[config.mk]
export PLATFORM = sky130hd
export DESIGN_NAME = rippleadder
export DESIGN_NICKNAME = d
export VERILOG_FILES = /design/src/rtl/rippleadder.sv
export SDC_FILE = /design/constraint.sdc
export NUM_CORES = 1
export LEC_CHECK = 0
export BUFFER_PORTS_ARGS = -buffer_cell sky130_fd_sc_hd__buf_4
export CAP_MARGIN = 20
export CORE_AREA = 2 2 39 41
export DETAILED_ROUTE_END_ITERATION = 10
export DIE_AREA = 0 0 41 43
export HOLD_SLACK_MARGIN = 0.08
export PLACE_DENSITY_LB_ADDON = 0.08
export SLEW_MARGIN = 20
export SYNTH_ARGS = -nofsm -noshare
export SYNTH_HDL_FRONTEND = slang
export SYNTH_SLANG_ARGS = --single-unit
export TNS_END_PERCENT = 5
[constraint.sdc]
create_clock -name clk -period 2.6 [get_ports clk]
set_clock_uncertainty 0.05 [all_clocks]
set_input_delay 0.13 -clock clk [delete_from_list [all_inputs] [get_ports clk]]
set_output_delay 0.13 -clock clk [all_outputs]
set_load 0.03 [all_outputs]
[src/rtl/rippleadder.sv]
// Registered ripple-carry adder: a chain of WIDTH full-adder cells feeding
// sum/carry/overflow registers, with a one-cycle valid strobe.
module rippleadder #(
   parameter int WIDTH = 4
) (
   input  logic             clk,
   input  logic             rst_n,
   input  logic             in_valid,
   input  logic [WIDTH-1:0] a,
   input  logic [WIDTH-1:0] b,
   input  logic             cin,
   output logic [WIDTH-1:0] sum,
   output logic             carry,
   output logic             overflow,
   output logic             out_valid
);

   logic [WIDTH:0]   c;
   logic [WIDTH-1:0] s;

   assign c[0] = cin;

   for (genvar i = 0; i < WIDTH; i++) begin : g_cell
      assign s[i]   = a[i] ^ b[i] ^ c[i];
      assign c[i+1] = (a[i] & b[i]) | (c[i] & (a[i] ^ b[i]));
   end

   // c[WIDTH-1] is cin when WIDTH=1, so overflow degenerates to cin ^ cout.
   always_ff @(posedge clk) begin
      if (!rst_n) begin
         sum       <= '0;
         carry     <= 1'b0;
         overflow  <= 1'b0;
         out_valid <= 1'b0;
      end else begin
         out_valid <= in_valid;
         if (in_valid) begin
            sum      <= s;
            carry    <= c[WIDTH];
            overflow <= c[WIDTH] ^ c[WIDTH-1];
         end
      end
   end

endmodule

# After elaboration in Yosys (flattened, before gate mapping)
# Cells that the tools add are included.
# totals
out_inout_bits	7
word_cells	25
inputBits	12
reg_bits	7
# op_classes
bitwise	21
# op_table
operator	n
bitwise XOR 1 bit	9
bitwise AND 1 bit	8
bitwise OR 1 bit	4

# Logic depth before layout (Yosys ltp)
# depth
ltp_word	10
depth_mapped	9
ltp_nobuf	9

# Worst setup path after synthesis
# Ideal clock, no wire load.
# synth_timing
kind	input -> register
startpoint	input port a[0]
endpoint	register sum[3]
slack_ps	669
required_ps	2492
n_path_buf	0
t_arrival_ps	1823
cell_stages	9
setup_ps	58
cell_sequence	fa_1 > inv_1 > fa_1 > inv_1 > fa_1 > inv_1 > fa_1 > nand2_1 > o211a_1
# synth_between
elab_chain_cells	8
word_cells_on_any_way	9
cone_classes	bitwise (9)
# synth_lines
element	line_no	text
start, declared	9	input logic [WIDTH-1:0] a,
bitwise XOR 1 bit	25	assign c[i+1] = (a[i] & b[i]) | (c[i] & (a[i] ^ b[i]));
bitwise AND 1 bit	25	
bitwise OR 1 bit (*)	25	
bitwise AND 1 bit (*)	25	
bitwise OR 1 bit (*)	25	
bitwise AND 1 bit (*)	25	
bitwise OR 1 bit (*)	25	
bitwise XOR 1 bit (*)	24	assign s[i] = a[i] ^ b[i] ^ c[i];
end signal, assigned	38	sum <= s;
end, declared	12	output logic [WIDTH-1:0] sum,
# Every way passes the cells marked *; elsewhere a longest branch is shown, timed or not.
# A chain may end at the register's enable or synchronous reset.

# Worst setup path after layout
# Same ends and word-level chain as after synthesis.

==> results.toml <==
[status]
outcome = "finished, final reports clean"

[grt]
antenna_found_initial = 0
grt_max_degree = 11
grt_pass1_wl_um = 1130
grt.total_usage = 0.101
grt_overflow_total = 0
grt_pass1_vias = 290

[place]
dp_hpwl_um = 558
dp_cells = 66
gp_congestion = 0.618
portBuffers = 18

[clock_network]
root_buffer = "clkbuf_4"
clk_pin_slew_ns = 0.05
post_cts_buffers = 0
cts_resized = 0
clk-insertion-delay-late_ns = 0.25
clk_path_buf_depth = 2
ctsHoldBuffers = 0
cts.sinks = 7
cts_buffers = 3
cts_max_level = 1
cts_tree = "built"

[final_layout]
nets = 71
final_util = 0.386
layout-drive-gt1-share = 0.407
antennaDiodeCount = 0
fin_cells = 70
syn2layout_area_growth_pct = 46.7

[hold_path]
hp-class = "in -> reg"
whs_path_depth = 2
holdPathEnd = "sum[0]$_SDFFE_PN0P_"
min-delay-start = "rst_n"

[floorplan]
dieArea_mm2 = 0.00176
start_util = 0.263
core-area_mm2 = 0.00138
row_count = 14
fp.dieW_um = 41
die_h_um = 43
pin_count = 19

[sta]
slew_viol_final = 0
finalCritPeriodShare = 0.734
finalHoldViolCount = 0
setup_tns_ns = 0
fin_crit_ns = 1.91
relSlewSlack = 0.884
worst_pin_slew_ns = 0.173
fmax_ghz = 0.524
setup_viol = 0
rsz0062_at_grt = "false"
hold_ws_ns = 0.111

[pwr]
power.leakage_nw = 0.294
p_per_area_mw_per_mm2 = 573
ir_drop_v = 0.000238
power_uw = 306

[logic_synthesis]
ys_warn_count = 0
synth_top_area_share = 0.385
synth_edf_count = 0
synthesis.area_um2 = 364
yosys.area.top_type = "dfxtp_1"
syn_avg_cell_area_um2 = 11.0
ys_types = 11
yosys-top-cells-count = "7 x dfxtp_1, 7 x inv_1, 4 x fa_1"
synth_seq_cells = 7
async_flop_share = 0
syn-instance-count = 33
seq_area_frac_synth = 0.385
synth_flop_cell = "dfxtp_1"
syn-num-nets = 49
yosys-top-cells-area = "dfxtp_1 38%, fa_1 22%, o211a_1 8.2%"

[setup_path]
path_max_fanout = 2
cp-start-kind = "primary input"
crit_arrival_ns = 2.05
rrSetupSlack_ns = 1.81
reg2reg_from = "overflow$_SDFFE_PN0P_"
required_ns = 2.75
crit_path_end_kind = "flip-flop"
rr_endpoint = "overflow$_SDFFE_PN0P_"
rr_worst_depth = 2
critPathKind = "in -> reg"

[detailed_routing]
drt-pass1-iter-count = 1
vias = 304
drt-total-wl_um = 663
ant_nets = 0
drcViolationCount = 0
avgViaCountPerCell = 4.34
drtIter0Drc = 0
drt-wirelength-per-cell_um = 9.47

[flow_run]
cap_violations = 0
[state kept, by name, summed over array words and instances, names as in the netlist]
name       cells
overflow       1
carry          1
sum            4
out_valid      1
[placed cells by master (no fill, tap or decap), drive strengths merged]
cell type,count
o211a,3
and2,1
inv,7
clkbuf,4
buf,18
dfxtp,7
xnor2,1
nand2,3
nor2b,3
fa,4
a22o,1
mux2i,2
[power breakdown]
group,internal [mW],leakage [nW],switching (mW)
clock network,0.0585,0.0150,0.0396
registers,0.117,0.0581,0.00437
logic,0.0413,0.221,0.0450
[worst max-delay path, stage by stage]
cell and delay [ns]:
buf_4 0.11, fa_1 0.41, inv_1 0.07, fa_1 0.17
inv_1 0.05, fa_1 0.40, inv_1 0.09, fa_1 0.40
nand2_1 0.08, o211a_1 0.14
[through the flow]
stage,worst slack [ns],area (µm²)
2_1_floorplan,0.669,364
3_3_place_gp,0.496,508
3_5_place_dp,0.418,508
4_1_cts,0.680,534
5_1_grt,0.632,534
6_report,0.692,534
[worst max path at each step]
stage                     start                   to  cells past startpoint
after global placement     a[0]  sum[3]$_SDFFE_PN0P_                     10
after floorplan            a[0]  sum[3]$_SDFFE_PN0P_                      9
after detailed placement   a[0]  sum[3]$_SDFFE_PN0P_                     10
final                      a[0]  sum[3]$_SDFFE_PN0P_                     10
after global routing       a[0]  sum[3]$_SDFFE_PN0P_                     10
after CTS                  a[0]  sum[3]$_SDFFE_PN0P_                     10
[routing by layer]
| metal | GRT usage | routed length, µm |
|---|---|---|
| met1 | 0.129 | 269 |
| met2 | 0.125 | 306 |
| met3 | 0.0628 | 70 |
| met4 | 0.0600 | 17 |
| met5 | 0 | 0 |
[cell families after synthesis]
| group | after synthesis | share of synthesized area |
|---|---|---|
| flip-flops | 7 | 0.385 |
| buffers and inverters | 8 | 0.103 |
| XOR/XNOR | 1 | 0.0241 |
| AND/OR/NAND/NOR | 7 | 0.107 |
| adder cells (fa/ha/maj) | 4 | 0.220 |
| AO/OA/AOI/OAI | 4 | 0.107 |
| multiplexers | 2 | 0.0550 |
[layout make-up]
type | count | area [µm²]
clock buffer | 4 | 26.3
fill | 148 | 850
inverter | 7 | 26.3
multi-input combinational | 18 | 186
sequential | 7 | 140
tap | 16 | 20.0
timing repair buffer | 18 | 135
Note: power is estimated with default switching activity, not from simulation.
